**src/rtl/uart_pkg.sv**
```systemverilog
// Shared UART definitions: FSM state encoding and frame constants,
// used by both the transmit and receive ends of the link.
package uart_pkg;

  typedef enum logic [1:0] {
    IDLE  = 2'd0,
    START = 2'd1,
    DATA  = 2'd2,
    STOP  = 2'd3
  } uart_state_e;

  localparam int DATA_BITS = 8;
  localparam int STOP_BITS = 1;

endpackage

```
**src/rtl/uart_bit_timer.sv**
```systemverilog
// Bit-period timer: counts 0..BIT_CLK-1 and flags the last cycle of each bit.
// Reusable by the receiver.
module uart_bit_timer #(
  parameter int BIT_CLK = 87
) (
  input  logic clk,
  input  logic rst_n,
  input  logic clr,
  input  logic en,
  output logic last
);

  localparam int CW = $clog2(BIT_CLK);
  localparam logic [CW-1:0] LAST_CNT = CW'(BIT_CLK - 1);

  logic [CW-1:0] count;

  always_ff @(posedge clk) begin
    if (!rst_n || clr) begin
      count <= '0;
    end else if (en) begin
      count <= last ? '0 : count + 1'b1;
    end
  end

  assign last = (count == LAST_CNT);

endmodule

```
**src/rtl/uart_tx.sv**
```systemverilog
// 8N1 UART transmitter with a one-byte holding register for gap-free frames.
// Handshake: a byte moves on every rising edge where tx_valid && tx_ready; tx_ready depends only on registers.
module uart_tx
  import uart_pkg::*;
#(
  parameter int BIT_CLK = 87
) (
  input  logic       clk,
  input  logic       rst_n,
  input  logic [7:0] tx_data,
  input  logic       tx_valid,
  output logic       tx_ready,
  input  logic       cts,
  output logic       txd,
  output logic       busy
);

  uart_state_e state;
  logic [7:0]  hold;
  logic        hold_full;
  logic [7:0]  shift;
  logic [2:0]  idx;
  logic [2:0]  idx_nxt;
  logic        bit_last;

  // Timer is held at zero while idle so the start bit always gets a full period.
  uart_bit_timer #(.BIT_CLK(BIT_CLK)) u_bit_timer (
    .clk   (clk),
    .rst_n (rst_n),
    .clr   (state == IDLE),
    .en    (1'b1),
    .last  (bit_last)
  );

  assign tx_ready = ~hold_full;
  assign idx_nxt  = idx + 3'd1;

  always_ff @(posedge clk) begin
    if (!rst_n) begin
      state     <= IDLE;
      txd       <= 1'b1;
      busy      <= 1'b0;
      hold      <= '0;
      hold_full <= 1'b0;
      shift     <= '0;
      idx       <= '0;
    end else begin
      // Accept and hold->shift transfer are mutually exclusive on hold_full.
      if (tx_valid && !hold_full) begin
        hold      <= tx_data;
        hold_full <= 1'b1;
      end
      case (state)
        IDLE: begin
          txd  <= 1'b1;
          busy <= 1'b0;
          if (hold_full && cts) begin
            shift     <= hold;
            hold_full <= 1'b0;
            state     <= START;
            txd       <= 1'b0;
            busy      <= 1'b1;
          end
        end
        START: begin
          if (bit_last) begin
            state <= DATA;
            idx   <= '0;
            txd   <= shift[0];
          end
        end
        DATA: begin
          if (bit_last) begin
            if (idx == 3'(DATA_BITS - 1)) begin
              state <= STOP;
              txd   <= 1'b1;
            end else begin
              idx <= idx_nxt;
              txd <= shift[idx_nxt];
            end
          end
        end
        STOP: begin
          if (bit_last) begin
            // Chain straight into the next start bit when a byte is waiting.
            if (hold_full && cts) begin
              shift     <= hold;
              hold_full <= 1'b0;
              state     <= START;
              txd       <= 1'b0;
            end else begin
              state <= IDLE;
              txd   <= 1'b1;
              busy  <= 1'b0;
            end
          end
        end
        default: begin
          state <= IDLE;
          txd   <= 1'b1;
          busy  <= 1'b0;
        end
      endcase
    end
  end

endmodule

```
**config.mk**
```make
export PLATFORM = sky130hd
export DESIGN_NAME = uart_tx
export DESIGN_NICKNAME = d
export VERILOG_FILES = /design/src/rtl/uart_pkg.sv /design/src/rtl/uart_bit_timer.sv /design/src/rtl/uart_tx.sv
export SDC_FILE = /design/constraint.sdc
export NUM_CORES = 1
export LEC_CHECK = 0
export CAP_MARGIN = 5
export CORE_MARGIN = 2
export CORE_UTILIZATION = 56
export DETAILED_ROUTE_END_ITERATION = 10
export PLACE_DENSITY = 0.82
export SLEW_MARGIN = 0
export SYNTH_ARGS = -nofsm -noshare
export SYNTH_HDL_FRONTEND = slang
export SYNTH_HIERARCHICAL = 1
export SYNTH_SLANG_ARGS = --single-unit
```
**constraint.sdc**
```tcl
create_clock -name clk -period 2.1 [get_ports clk]
set_clock_uncertainty 0.15 [all_clocks]
set_input_delay 0.63 -clock clk [delete_from_list [all_inputs] [get_ports clk]]
set_output_delay 0.63 -clock clk [all_outputs]
set_load 0.005 [all_outputs]
```
* Word-level counts from Yosys, hierarchy flattened
Index checks and enable logic that the tools add are counted.
Storage, ports and cells: bits in registers 31, bits in latches 0, memory bits (writable) 0, memory bits (read-only) 0, bits of input ports 12, word-level logic and storage cells 68, memories 0
Cells by class: add/subtract/negate cells 2, multiply operators 0, div/mod/pow operators 0, order comparisons 1, equality and inequality tests 12, shift operators 0, mux-type cells 30, bitwise logic cells 1, reductions and logical operators 14
Operator list (count):
- 8-bit two-way mux | 2
- 8-bit one-hot mux with 2 select lines | 1
- 1-bit two-way mux | 13
- 2-bit two-way mux | 5
- 3-bit two-way mux | 3
- 2-bit inequality test (second input constant) | 4
- 2-bit one-hot mux with 4 select lines | 1
- 7-bit by 1-bit adder with 7-bit output (second input constant) | 1
- 7-bit equality test (second input constant) | 1
- 2-bit by 1-bit inequality test with 1-bit output (second input constant) | 3
- 3-bit one-hot mux with 2 select lines | 1
- 3-bit AND reduction | 2
- 5-bit AND reduction | 1
- 2-bit equality test (second input constant) | 2
- 3-bit by 4-bit < comparator with 1-bit output (second input constant) | 1
- 1-bit one-hot mux with 2 select lines | 2
- 1-bit one-hot mux with 4 select lines | 1
- 4-bit AND reduction | 1
- 2-bit nonzero test | 2
- 3-bit by 1-bit adder with 3-bit output (second input constant) | 1
- 1-bit binary-select mux with 3-bit select | 1
- 3-bit equality test (second input constant) | 1
- 2-bit by 1-bit equality test with 1-bit output (second input constant) | 1
- 1-bit logical AND | 2
- other kinds (6) | 7

* Depth between registers and ports, before layout
Gate-level depths: netlist of run 1.
depth after elaboration 6, mapped depth 8, depth with buffers taken out 8

* Modules after synthesis
The synthesis of run 1 kept the hierarchy.
Modules (own cells, without submodules):
- uart_tx | instances 1, cells each 127, area an instance 1201.2 sq um, sequential area each 480.5 sq um
- uart_bit_timer | instances 1, cells each 47, area an instance 399.1 sq um, sequential area each 140.1 sq um

* Worst setup path after synthesis of run 1
No wires, ideal clock.
kind register to register, from register u_bit_timer.count[0], to register state[1], library setup time 0.059 ns, data arrival time 1.692 ns, data required time 1.891 ns, slack 0.199 ns, stages on the path, launching flop included 9, buffers on the path 0, period minus slack after synthesis 1.901 ns, path through dfxtp_1 -> inv_1 -> ha_1 -> nand2b_1 -> nor2_1 -> a21boi_0 -> a211oi_2 -> mux2i_1 -> and2_1
Between the ends: word-level cells in the longest chain between the ends 3
RTL lines:
- from (decl) | line uart_bit_timer.sv:16 | logic [CW-1:0] count;
- from (signal assigned) | line uart_bit_timer.sv:22 | count <= last ? '0 : count + 1'b1;
- 7-bit equality test (*) | line uart_bit_timer.sv:26 | assign last = (count == LAST_CNT);
- via bit_last | line uart_tx.sv:24 | logic bit_last;
- 2-bit by 1-bit inequality test with 1-bit output (no source line)
- 5-bit AND reduction (no source line) (*)
- to (signal assigned) | line uart_tx.sv:40 | state <= IDLE;
- to (signal assigned) | line uart_tx.sv:60 | state <= START;
- to (signal assigned) | line uart_tx.sv:67 | state <= DATA;
- to (decl) | line uart_tx.sv:18 | uart_state_e state;
Mark *: on every way through the listed nets, which the timed path passes. The rest lies on a longest branch. A chain may end at the register's enable or synchronous reset.

* Worst setup path in the final report of run 1
from register hold_full, to output port tx_ready
Between the ends: word-level cells in the longest chain between the ends 1
RTL lines:
- from (decl) | line uart_tx.sv:20 | logic hold_full;
- from (signal assigned) | line uart_tx.sv:44 | hold_full <= 1'b0;
- from (signal assigned) | line uart_tx.sv:51 | hold_full <= 1'b1;
- from (signal assigned) | line uart_tx.sv:59 | hold_full <= 1'b0;
- 1-bit inverter | line uart_tx.sv:35 | assign tx_ready = ~hold_full;
- to (decl) | line uart_tx.sv:12 | output logic tx_ready,
Every way passes these cells.

==> results of run 1 <==
==> stage by stage <==
step / instance area, um^2 / power (W) / setup slack (ps) / cells
after global routing: 1950 / 0.00165 / 31.5 / 240
after detailed placement: 1870 / 0.00109 / 27.0 / 232
final: 1950 / 0.00158 / 83.6 / 240
after CTS: 1950 / 0.00158 / 48.1 / 240
after floorplan: 1630 / 0.000953 / 199 / 181
after global placement: 1870 / 0.00107 / 70.5 / 232
==> cell usage in the layout (no fill, tap or decap), types with 8 or more instances in the layout <==
master / n
sky130_fd_sc_hd__a21boi_0: 8
sky130_fd_sc_hd__buf_4: 11
sky130_fd_sc_hd__clkdlybuf4s50_1: 14
sky130_fd_sc_hd__conb_1: 8
sky130_fd_sc_hd__dfxtp_1: 30
sky130_fd_sc_hd__ha_1: 8
sky130_fd_sc_hd__mux2i_1: 10
sky130_fd_sc_hd__nand2_1: 16
sky130_fd_sc_hd__nor2b_1: 15
sky130_fd_sc_hd__o21ai_0: 15
==> state kept, by name, indices dropped and copies added, names as in the netlist <==
name / count
busy: 1
hold: 8
hold_full: 1
idx: 3
shift: 8
state: 2
txd: 1
u_bit_timer/count: 7
==> routing by layer <==
layer	part of all wire, %	up-vias
met5	0	-
met4	1.6	0
met3	2.3	5
met2	50	18
met1	46	650
li1	-	689
==> logic make-up after synthesis <==
kind of cell / Yosys count / share of synthesized area (%)
muxes: 14 / 9.93
adders and majority gates: 8 / 6.26
other: 1 / 0.234
AOI/OAI and AO/OA: 54 / 23.5
and+or+nand+nor: 53 / 18.1
buffers and inverters: 13 / 3.21
DFF: 31 / 38.8
==> worst paths after layout <==
kind                            endpoint  slack, ps  depth (start not counted)
worst max-delay path            tx_ready         80                          2
worst min-delay path            shift[7]        330                          2
worst max register to register  state[1]        200                          9
worst min register to register  shift[7]        330                          2
==> report_power, final <==
group | internal, W | total (W) | switching (W)
clock network | 0.000281 | 0.000496 | 0.000215
registers | 0.000637 | 0.000676 | 0.0000394
logic | 0.000196 | 0.000406 | 0.000210
total | 0.00111 | 0.00158 | 0.000464
==> cell type report <==
class	count	share of cell area, %
Multi-Input combinational cell	137	48.8
Sequential cell	31	31.8
Timing Repair Buffer	25	11.4
Clock buffer	6	2.62
Tap cell	31	1.98
Clock inverter	2	1.79
Inverter	8	1.54
==> timing repair <==
| item | in CTS | in global routing |
|---|---|---|
| buffers inserted | 0 | 0 |
| resized for setup | 0 | 1 |
| setup endpoints to repair | 0 | 1 |
==> tightest hold or removal path: cells and delay by family (launching register included) <==
kind | cells | cell delay [ps]
and+or+nand+nor | 1 | 50
AOI/OAI and AO/OA | 1 | 60
DFF | 1 | 330
==> metrics list, run 1 <==
- The H-tree was split into 2 levels.
- Worst hold slack after final layout: 326 ps
- The die is 57.5 um wide.
* Worst EP arrival: 1240 ps
- Final hold violations: 0
- In this run the static leakage power is 0.771 nW.
- Across every metal layer, demand over resource in global routing totals 21.3%.
* Max-capacitance violation count: 0
- CTS tree: yes
- In this run the most critical hold path is launched from hold[7].
- After global routing the overflow that remains totals 0.
* Warnings, synthesis: 6
- Share of the synthesized area in the top cell type: 38.8%
- Of the available clock period, the critical path in the final layout requires 96.0%.
- The filler cells instantiated in the layout total 205.
* Detailed-route via count: 1362
- The flow ran to the end, and the final reports show no timing, DRC or antenna violations.
* Synthesis-stage register bit count: 31
- Top Family by Delay on Critical Path: buffers and inverters
* Rows: 19
- For the worst-skew pair, the clock arrives at the later sink with an insertion delay of 330 ps.
- Clock root cell: sky130_fd_sc_hd__clkbuf_4
- Starting Density: 58.5%
- Using the TritonRoute via totals, the vias-per-cell ratio works out to 5.68.
* RSZ-0062 raised after global routing: false
- Detailed-route wire length: 3300 um
* CTS clk-pin slew, worst paths: 100 ps
- Ranked by instance count, the synthesized netlist is headed by sky130_fd_sc_hd__dfxtp_1, sky130_fd_sc_hd__nand2_1, sky130_fd_sc_hd__nor2b_1, sky130_fd_sc_hd__o21ai_0, sky130_fd_sc_hd__mux2i_1.
- First-pass GRT wire length: 5490 um
- Post-synth EDFFs: 0
- 0 antenna diodes ended up in the layout.
- Category of the critical setup timing path: flip-flop to primary output
- Total CTS buffers: 5
- Share of flip-flops with an asynchronous set or reset after synthesis: 0%
- Buffers on Ports: 14
- Yosys instantiated no cell more often than sky130_fd_sc_hd__dfxtp_1.
- Register area share after synthesis: 38.8%
- The worst-case IR drop observed on VDD is 0.659 mV.
- Cells along the critical path: inv_1 -> clkdlybuf4s50_1
- The detail route stage leaves a number of antenna-violating nets equal to 0.
* Fin crit period: 2020 ps
- Hold repair after CTS inserted 0 buffers.
- Maximum number of pins on one net before global-route repair: 15
* Highest clock rate: 496 MHz
* Number of antenna violations at the first check in global routing: 0
* Area Overhead vs Synth: 22.1%
- Routed WL per cell: 13.8 um
* Sort of element at the start of the critical path: flip-flop
- Power spread over the standard cell area amounts to 808 nW/um^2.
- For this run, the detailed router's first-pass iteration total came to 4.
- Unique cell type count in the Yosys netlist: 45
* Largest area contributor in the netlist: sky130_fd_sc_hd__dfxtp_1
* Layout cell share with drive strength beyond 1: 15.8%
* Endpoint type of the worst setup path: primary output
* Average cell area after synthesis: 9.20 um^2
* Delay of the slowest cell on the worst path: 490 ps
- Tracing the worst setup path back leads to its startpoint at hold_full.
- Cell count after synthesis: 174
- Type of the tightest min-delay check: flip-flop to flip-flop
- Half-perimeter wire length of the detailed placement result: 2430 um
- # setup viols final: 0
- DIE HEIGHT: 57.5 um
* Total clock sinks: 31
- For this run, the post-layout net count is 228.
- At the worst endpoint, the required time is 1320 ps.
* Top cells by area in the synthesized netlist: sky130_fd_sc_hd__dfxtp_1, sky130_fd_sc_hd__ha_1, sky130_fd_sc_hd__mux2i_1, sky130_fd_sc_hd__nor2b_1, sky130_fd_sc_hd__o21ai_0
- Met1 Resource Use GR: 23.0%
- Of all nets on the critical path, the largest fanout is 5.
- 15 I/O pins were placed.
- First DRT Iteration DRCs: 38
* Area of the core region: 2730 um^2
* Final max-slew violation count: 0
* Multi-input logic area: 955 um^2
* Count of buffering cells on the critical path with inverters included: 2
- Routability-driven placement finished with a final weighted congestion of 0.852.
* Number of global-route vias before repair: 1352
* Overall die area: 3300 um^2
* Buffer depth of the longest clock path: 2
- Total Neg Setup Slack: 0 ps
- The startpoint identified for the worst register-to-register timing path is u_bit_timer/count[0].
- Global-route track usage on met3: 4.99%
- Across the whole layout, storage elements account for 622 um^2.
- CP max-delay cell: sky130_fd_sc_hd__clkdlybuf4s50_1
- Most congested layer reported by global routing: met2
* Dominant register cell in the synthesized netlist: sky130_fd_sc_hd__dfxtp_1
* Final Core Density: 71.5%
- Global routing used 38.3% of the available met2 tracks.
- After detailed routing, the number of remaining DRC violations is 0.
- Summing every instance area after synthesis gives 1600 um^2.
(Power assumes the default switching activity.)
==> run 2, diff against run 1 <==
Settings changed: CAP_MARGIN 5 to default, CORE_UTILIZATION 56 to 60, DONT_BUFFER_PORTS from default to 1, PLACE_DENSITY 0.82 to 0.8, SKIP_CTS_REPAIR_TIMING from default to 1.
==> run 2 against run 1 <==
Net effect: maximum frequency increased by 5.2%; final cell count is 8.3% lower; largest cell class unchanged; clock power down 21%; worst setup slack improved by 100 ps; global-route usage grew 1.8 points; die area fell by 6.2%.
==> metrics list, run 2 (synthesis results as in run 1) <==
- Status: finished, final reports clean
- GP Congestion: 0.804
- Final hold violations: 0
- TritonCTS built the clock tree.
- For this run, the total global-route usage over all layers was measured as 23.1%.
* Overall die area: 3100 um^2
- Max-capacitance violation count: 0
* Type of the tightest min-delay check: input port to flip-flop
- Power density normalized to cell area: 804 nW/um^2
* Via density per instance: 5.80
- Cells along the critical path: ha_1 -> ha_1 -> mux4_2 -> nand2b_1 -> a31oi_1 -> o311ai_1
- Highest clock rate: 522 MHz
- Of all nets on the critical path, the largest fanout is 6.
* Clock root cell: sky130_fd_sc_hd__clkbuf_4
* Worst EP arrival: 1980 ps
- For the worst setup path, the data required time is 2170 ps.
- The H-tree was split into 2 levels.
- The worst path needs 1920 ps of the cycle, external delays included.
* Number of antenna violations at the first check in global routing: 0
- Clock latency on the worst-skew pair, taken at its later pin, is 330 ps.
- The largest registers in the layout are hold: 8 flops, shift: 8 flops, u_bit_timer/count: 7 flops.
- The critical path contains buffers and inverters numbering 0 combined.
- Setup repair after global routing left no endpoint under its margin.
- At the placement stage, the worst setup path has a slack of 145 ps.
- The first global-routing pass estimated 5750 um of wire.
- Final period utilization: 91.3%
- IO Count: 15
- Number of remaining DRC errors: 0
- Most common cell type on the critical path: sky130_fd_sc_hd__ha_1
* Sort of element at the start of the critical path: flip-flop
* Half-perimeter wire length of the detailed placement result: 2330 um
- Routed WL per cell: 14.7 um
- Detailed-route via count: 1275
- Final critical-path setup slack: 183 ps
* Die Width: 55.6 um
* Delay of the slowest cell on the worst path: 380 ps
- For this configuration, the core starts out at a cell density of 64.0%.
- The pre-antenna-repair detailed-routing pass consisted of 4 iterations.
- The number of global-route vias before repair was 1311.
- Buffers placed on the I/O ports in this run total 0.
- Final max-slew violation count: 0
- Leaving out fill and tap cells, the most frequent cell in the layout is sky130_fd_sc_hd__dfxtp_1.
* Category of the critical setup timing path: flip-flop to flip-flop
- The number of clock buffers added by TritonCTS is 5.
- Summed over all cells, the static leakage comes to 0.682 nW.
- The clock passes through at most 2 buffers.
- Counting the fill cells in the layout gives 197.
* Top Family by Delay on Critical Path: adder cells
* Detailed-route wire length: 3240 um
- The detailed router finished its first iteration with 34 violations.
- From synthesis to final layout, the design area changed by 9.85%.
- For this design, the slowest cell found on the critical path is sky130_fd_sc_hd__dfxtp_2.
* Commonest non-fill, non-tap cells in the layout: sky130_fd_sc_hd__dfxtp_1, sky130_fd_sc_hd__nand2_1, sky130_fd_sc_hd__nor2b_1, sky130_fd_sc_hd__o21ai_0, sky130_fd_sc_hd__mux2i_1
* Maximum number of pins on one net before global-route repair: 27
- Row generation in the floorplan step produced 18 rows.
* Total congestion overflow after global routing: 0
- Area of the core region: 2500 um^2
- Multi-input logic area: 955 um^2
- Across the whole layout, storage elements account for 622 um^2.
- Total Neg Setup Slack: 0 ps
- Worst vdd ir: 0.805 mV
* Number of nets still failing antenna checks after routing: 0
* CTS clk-pin slew, worst paths: 100 ps
* Number of antenna cells inserted: 0
* DIE HEIGHT: 55.6 um
* Number of nets in the layout: 209
* Endpoint type of the worst setup path: flip-flop
- The tree built by TritonCTS fans out to 31 sinks.
- Setup violations remaining at the end of the flow were counted as 0.
* Layout cell share with drive strength beyond 1: 14.2%
-- run 2: per-stage QoR --
stage	cell area [um^2]	power, W	std cells	hold slack [ps]	util (%)
3_3_place_gp	1690	0.00101	212	299	67.5
3_5_place_dp	1690	0.00103	212	314	67.5
6_report	1760	0.00141	220	230	70.3
4_1_cts	1760	0.00142	220	218	70.3
2_1_floorplan	1630	0.000953	181	280	-
5_1_grt	1760	0.00149	220	222	70.3
-- run 2: path summary, 6_finish.rpt --
kind,from,endpoint,slack [ps],cells after the start
max,idx[0],txd,180,6
min,rst_n,txd,230,1
max reg2reg,idx[0],txd,180,6
min reg2reg,hold[3],shift[3],320,2
-- run 2: report_power, final --
part	leakage, nW	switching (W)	internal (W)
logic	0.391	0.000195	0.000151
registers	0.252	0.0000397	0.000635
clock network	0.0386	0.000196	0.000197
total	0.682	0.000431	0.000983
-- run 2: area by class of cell --
cell class              count  area share [%]
well taps                  30            2.14
repair buffers              6            2.56
inverters                   8            1.71
clock buffers               8            3.91
multi-input cells         137            54.3
flip-flops and latches     31            35.4
-- run 2: worst reg2reg max path, delay by kind of cell (launching register included) --
family | cells | cell delay (ps)
adder cells (fa/ha/maj) | 2 | 560
flip-flops | 1 | 380
multiplexers | 1 | 310
AO/OA/AOI/OAI | 2 | 270
AND/OR/NAND/NOR | 1 | 150
-- run 2: layer usage --
layer,wire length (um),up-vias,global-route usage (%)
met5,0,-,0
met4,14,0,5.92
met3,95,2,6.51
met2,1590,21,38.4
met1,1540,599,29.6
li1,-,653,-
==> run 3, diff against run 2 <==
Settings changed: GPL_TIMING_DRIVEN from default to 0, SKIP_LAST_GASP from default to 1.
==> run 3 against run 2 <==
Net effect: final cell count down 0.45%; sequential share of layout area up 0.20 points; register-to-register slack worse by 110 ps; highest routed layer unchanged; routed wire length up 1.8%; critical path type unchanged.
==> metrics list, run 3 (synthesis results as in run 1) <==
* Worst EP arrival: 2180 ps
* Type of the tightest min-delay check: input port to flip-flop
* Starting Density: 64.0%
* Depth of the critical timing path with buffers and inverters included: 6
- Insertion delay of the later-clocked pin in the worst-skew pair: 350 ps
* Total congestion overflow after global routing: 0
- DIE HEIGHT: 55.6 um
- Standby leakage power: 0.653 nW
- The worst setup path is launched from a flip-flop.
- Summing all non-filler instances in the final layout gives an area of 1750 um^2.
- Capture point of the worst path: state[1]
* Detailed-route via count: 1290
* Total clock sinks: 31
- Endpoint of the lowest-slack register-to-register path: state[1]
- Top Family by Delay on Critical Path: simple AND/OR/NAND/NOR gates
- Clock root cell: sky130_fd_sc_hd__clkbuf_4
* Maximum level of the CTS H-tree: 2
- The final layout contains routed wiring with a total length of 3300 um.
* # setup viols final: 0
- Buffer depth of the longest clock path: 2
* DP Area: 1660 um^2
- Layout filler cell count: 197
- In this run the critical register-to-register path is launched from u_bit_timer/count[4].
* Worst-case reg-to-reg path depth: 6
- Dividing the detail-routed via count by the number of cells gives 5.89.
- Measured along the x axis, the die boundary spans 55.6 um.
* Number of nets still failing antenna checks after routing: 0
- Worst vdd ir: 0.590 mV
* Count of buffering cells on the critical path with inverters included: 0
* Final hold violations: 0
- Clock-pin slew was measured on the worst setup and hold paths at 120 ps.
- Maximum number of pins on one net before global-route repair: 13
* Most common cell after layout, fill and taps aside: sky130_fd_sc_hd__dfxtp_1
- Highest clock rate: 493 MHz
- Routed WL per cell: 15.1 um
* Category of the critical setup timing path: flip-flop to flip-flop
- Status: finished, final reports clean
- The number of global-route vias before repair came to 1224.
- Gr usage total: 22.4%
- For this run, design rule violations remaining after detail routing come to 0.
- TritonCTS built the clock tree.
- The die covers 3100 um^2.
- CP max-delay cell: sky130_fd_sc_hd__dfxtp_1
* GP Congestion: 0.779
* First DRT Iteration DRCs: 29
- Final max-slew violation count: 0
- The critical path goes through nand4b_2 -> nor2_4 -> a21boi_0 -> a211oi_2 -> mux2i_1 -> and2_1.
- The worst path needs 2030 ps of the cycle, external delays included.
- Register area: 623 um^2
* Post-route insts no fill: 219
- Max-capacitance violation count: 0
- Commonest non-fill, non-tap cells in the layout: sky130_fd_sc_hd__dfxtp_1, sky130_fd_sc_hd__nand2_1, sky130_fd_sc_hd__nor2b_1, sky130_fd_sc_hd__o21ai_0, sky130_fd_sc_hd__mux2i_1
- STA classifies the critical path endpoint as a flip-flop.
- Power density normalized to cell area: 797 nW/um^2
- In this run the tool buffered the top-level ports with 0 buffer cells.
- Final period utilization: 96.6%
- Critical Path RT: 2250 ps
- The most critical setup path has its startpoint at u_bit_timer/count[4].
- Layout cell share with drive strength beyond 1: 14.3%
- Total CTS buffers: 5
* Number of antenna violations at the first check in global routing: 0
- In the final layout, the multi-input gates occupy 978 um^2.
- Counting tap cells, the placed design contains a total of 211 instances.
- Total Neg Setup Slack: 0 ps
- Number of nets in the layout: 208
- The largest single stage delay on the critical path is 450 ps.
* Largest registers: hold: 8 flops, shift: 8 flops, u_bit_timer/count: 7 flops
* Half-perimeter wire length of the detailed placement result: 2480 um
- IO Count: 15
* Maximum fanout encountered on the critical timing path: 7
* Worst hold slack after final layout: 280 ps
- First-pass GRT wire length: 5530 um
* Area Overhead vs Synth: 9.46%
- Rows: 18
- 0 antenna diodes ended up in the layout.
* Flop2flop setup slack: 70 ps
* Area of the core region: 2500 um^2
- First drt pass iteration count: 4
==> run 3: cell types whose count changed in the layout (fill, tap and decap cells not counted), sizes merged <==
cell and change:
buf -5, clkinvlp +2, clkbuf +1, inv +1
==> run 3: metal layers <==
metal / vias to the layer above / share of wire (%) / track usage [%]
li1: 652 / - / -
met1: 610 / 46 / 28.0
met4: 0 / 0.64 / 4.88
met2: 25 / 49 / 36.9
met5: - / 0 / 0
met3: 3 / 4.3 / 8.37
==> run 3: stage by stage <==
stage / setup WS, ps / power, W / util, %
floorplan: 199 / 0.000953 / -
global placement: -53.0 / 0.00100 / 66.6
detailed placement: -161 / 0.00102 / 66.6
CTS: -184 / 0.00138 / 69.0
global route: -9.79 / 0.00147 / 70.1
finish: 70.6 / 0.00140 / 70.1
==> run 3: worst min path at each step <==
| stage | slack [ps] | end | cells past startpoint | start |
|---|---|---|---|---|
| 2_1_floorplan | 280 | shift[0] | 2 | hold[0] |
| 3_3_place_gp | 300 | shift[5] | 2 | hold[5] |
| 3_5_place_dp | 310 | shift[3] | 2 | hold[3] |
| 4_1_cts | 280 | u_bit_timer/count[5] | 2 | rst_n |
| 5_1_grt | 260 | shift[1] | 1 | rst_n |
| 6_report | 280 | u_bit_timer/count[5] | 2 | rst_n |
==> run 3: cell type report <==
| class | instances | area share, % |
|---|---|---|
| Clock buffer | 5 | 2.14 |
| Clock inverter | 3 | 1.36 |
| Tap cell | 30 | 2.14 |
| Multi-Input combinational cell | 137 | 55.9 |
| Inverter | 8 | 1.71 |
| Buffer | 5 | 1.21 |
| Sequential cell | 31 | 35.6 |
==> run 3: power breakdown <==
part / internal (W) / switching, W
registers: 0.000635 / 0.0000418
clock network: 0.000134 / 0.000231
logic: 0.000148 / 0.000207
total: 0.000917 / 0.000479
==> RTL edit 1 (flow settings as in run 2) <==
`BIT_CLK` is set to 87 in 2 places; all go to 174.
--- a/src/rtl/uart_bit_timer.sv
+++ b/src/rtl/uart_bit_timer.sv
@@ -1,7 +1,7 @@
 // Bit-period timer: counts 0..BIT_CLK-1 and flags the last cycle of each bit.
 // Reusable by the receiver.
 module uart_bit_timer #(
-  parameter int BIT_CLK = 87
+  parameter int BIT_CLK = 174
 ) (
   input  logic clk,
   input  logic rst_n,
--- a/src/rtl/uart_tx.sv
+++ b/src/rtl/uart_tx.sv
@@ -3,7 +3,7 @@
 module uart_tx
   import uart_pkg::*;
 #(
-  parameter int BIT_CLK = 87
+  parameter int BIT_CLK = 174
 ) (
   input  logic       clk,
   input  logic       rst_n,
Formal check against the unedited RTL: same outputs for any inputs over 10 cycles, from zero or initial values and one cycle with rst_n low; that may be too few to reach the edited logic, so the function may still have changed.
==> RTL edit 1 against run 2 <==
Worst hold slack better by 0.00056 ns; routed wire length is 8.8% lower; design area is 1.7% lower; synthesized area is 0.23% higher; setup slack worse by 0.045 ns; count of clock-buffer cells in the layout is 2 lower; largest cell class unchanged; global-route usage is 2.4 points lower; critical path depth is 3 higher; power is 0.53% lower; non-clock buffer count is 1 lower; sequential cell count is 1 higher.
==> RTL edit 1: results (changes against run 2) <==
[cells_and_area]
sh_seq_area_pct = 37.1  ; +1.7 points
fin_cells = 208  ; -5.5%
clock_buffers = 6  ; -2
fill_cells = 203  ; +3.0%
reg_top3 = hold: 8 flops, shift: 8 flops, u_bit_timer/count: 8 flops
multi_input_cells = 126  ; -8.0%
utilization_pct = 69.1  ; -1.2 points
nonClkBufAreaFrac_pct = 2.17  ; -0.39 points
final-clk-cell-share_pct = 3.55  ; -0.37 points
multi_input_area_share_pct = 53.5  ; -0.79 points
drive_gt1_share_pct = 13.5  ; -0.73 points
inverters = 7  ; -1
n_all_buffers = 5  ; -1

[place]
pre_cts_ws_ns = 0.0708  ; -0.0746 ns
place.gp.congestion = 0.743  ; -7.6%
dpl.hpwl_mm = 2.19  ; -6.1%
post_dp_cell_area_um2 = 1650  ; -2.2%

[route]
drt_iter0_markers = 12  ; -65%
wl_met2_mm = 1.51  ; -5.3%
wl_per_cell_um = 14.2  ; -3.6%

[logic_synthesis]
synth.distinct_cells = 44  ; -2.2%
synth-seq-area-share_pct = 39.9  ; +1.2 points
synthTopCellsByCount = dfxtp_1 (32), o21ai_0 (15), nor2b_1 (14)
synth.area.top_cells = dfxtp_1 (40%), ha_1 (6.2%), mux2i_1 (6.2%)

[global_routing]
grt_use_total_pct = 20.7  ; -2.4 points
grt_pass1_wl_mm = 5.11  ; -11%
grt_pass1_vias = 1158  ; -12%

[sta]
holdWs_ns = 0.231  ; +0.000560 ns
layout_min_cycle_time_ns = 1.96  ; +0.0446 ns
fin_crit_sh_pct = 93.4  ; +2.1 points

[worst_setup_path]
cpPeakStageDelay_ns = 0.41  ; +0.03 ns
crit_fanout = 4  ; -2
ff2ff_setup_slack_ns = 0.14  ; -0.04 ns
cp_top_family = simple AND/OR/NAND/NOR gates
crit_start = u_bit_timer/count[1]
critPathCapture = idx[0]
worst-endpoint-arrival_ns = 2.03  ; +0.05 ns

[floorplan]
dieWidth_um = 55.7  ; +0.11%

[pwr]
irDropWorstVdd_v = 0.000606  ; -25%
static-leakage-power_nw = 0.646  ; -5.3%

[run_status]
status = complete, no violations

RTL edit 1: changes by cell type in the layout (fill, tap and decap cells not counted), moves of 3 or more:
cell	run 2	this run
conb_1	8	1
nand2_1	16	12
nor2_1	6	10
o211ai_1	3	0
xor2_1	0	3
RTL edit 1: power by group:
| group | internal [mW] | switching [mW] | leakage [nW] |
|---|---|---|---|
| registers | 0.656 | 0.0387 | 0.260 |
| logic | 0.156 | 0.198 | 0.348 |
| clock network | 0.159 | 0.198 | 0.0380 |
RTL edit 1: cell families after synthesis:
| kind of cell | share of synthesized area, % |
|---|---|
| compound gates | 20.5 |
| xor+xnor | 2.18 |
| fa+ha+maj | 6.24 |
| buf+inv | 3.43 |
| flops | 39.9 |
| mux | 9.91 |
| other cells | 0.234 |
| simple gates | 17.6 |
RTL edit 1: metal layers:
layer  up-vias  track usage [%]
met1       554             23.3
met3         9             6.51
met2        17             34.5
li1        618                -
met4         0             11.5
met5         -                0
==> RTL edit 2 (settings of run 2) <==
Made on the original files. Re-encode `uart_state_e` (4 states) as one-hot, 4 bits wide.
--- a/src/rtl/uart_pkg.sv
+++ b/src/rtl/uart_pkg.sv
@@ -2,11 +2,11 @@
 // used by both the transmit and receive ends of the link.
 package uart_pkg;
 
-  typedef enum logic [1:0] {
-    IDLE  = 2'd0,
-    START = 2'd1,
-    DATA  = 2'd2,
-    STOP  = 2'd3
+  typedef enum logic [3:0] {
+    IDLE  = 4'b0001,
+    START = 4'b0010,
+    DATA  = 4'b0100,
+    STOP  = 4'b1000
   } uart_state_e;
 
   localparam int DATA_BITS = 8;
Check against the original RTL: no difference found for any inputs over 10 cycles, from zero or initial values and one cycle with rst_n low; not proved beyond that.
==> RTL edit 2 against run 2 <==
Global-route usage increased by 1.0 points; via count up 9.6%; design area increased by 7.7%; setup slack lost 0.11 ns; critical path depth rose by 2; worst hold slack better by 0.024 ns; sequential cell count increased by 2; synthesized area up 6.1%; largest cell class unchanged; final cell count grew 8.2%; routed wire length up 8.2%.
Power is not compared: it rests on default switching activity, and its combinational part moved more than twofold at a synthesized area within 25%.
==> RTL edit 2: results (changes against run 2) <==
[logic_synthesis]
synth_cells = 192  ; +10%
synth_compound_area_share_pct = 20.0  ; -3.5 points
synth.area.top_cells = dfxtp_1 (39%), mux2i_1 (4.7%), nor2_1 (4.6%)
synthMuxAreaShare_pct = 8.03  ; -1.9 points
synth-seq-area-share_pct = 38.9  ; +0.13 points

[route]
drt-met1-wl_mm = 1.59  ; +2.9%
drt_iter0_markers = 71  ; +110%
wl_met2_mm = 1.69  ; +6.1%
met3WireLength_um = 172  ; +81%
vias_per_cell = 5.87  ; +1.3%
drt_wl_total_mm = 3.51  ; +8.2%

[hold_path]
hold_end = shift[1]

[worst_setup_path]
worst-endpoint-arrival_ns = 2.09  ; +0.11 ns
slowest_stage = or4b_2
crit_fanout = 9  ; +3
ff2ff_setup_slack_ns = 0.08  ; -0.11 ns
cpPeakStageDelay_ns = 0.62  ; +0.24 ns

[place]
dp_cells = 230  ; +8.5%
pre_cts_ws_ns = 0.00827  ; -0.137 ns
dpl.hpwl_mm = 2.54  ; +9.0%

[clock_tree]
clkTransAtPathRegs_ns = 0.12  ; +0.02 ns

[cells_and_area]
drive_gt1_share_pct = 19.8  ; +5.6 points
n_all_buffers = 9  ; +3
multi_input_cells = 149  ; +8.8%
utilization_pct = 69.9  ; -0.47 points
multiInputGateArea_um2 = 1010  ; +5.6%
fin_nets = 222  ; +6.2%

[run_status]
status = complete, no violations

[global_routing]
grt_use_total_pct = 24.2  ; +1.0 points

[RTL edit 2: metal layers]
layer	GRT usage, %	up-vias
li1	-	700
met1	30.0	661
met2	37.8	32
met3	5.90	4
met4	15.3	0
met5	0	-
[RTL edit 2: worst max-delay path by stage]
stage          slack (ns)  cells after the start   end                 start
5_1_grt             0.006                      8   txd  u_bit_timer/count[0]
3_3_place_gp         0.06                      5   txd                idx[0]
3_5_place_dp        0.008                      9  busy  u_bit_timer/count[0]
2_1_floorplan        0.02                      8   txd  u_bit_timer/count[0]
6_report             0.08                      8   txd  u_bit_timer/count[0]
4_1_cts            -0.008                      9  busy  u_bit_timer/count[0]
[RTL edit 2: worst max-delay path, delay by kind of cell (launching register included)]
| kind | cells | cell delay (ns) |
|---|---|---|
| AND/OR/NAND/NOR | 3 | 0.84 |
| flip-flops | 1 | 0.35 |
| adder cells (fa/ha/maj) | 1 | 0.19 |
| buffers and inverters | 2 | 0.20 |
| AO/OA/AOI/OAI | 2 | 0.18 |
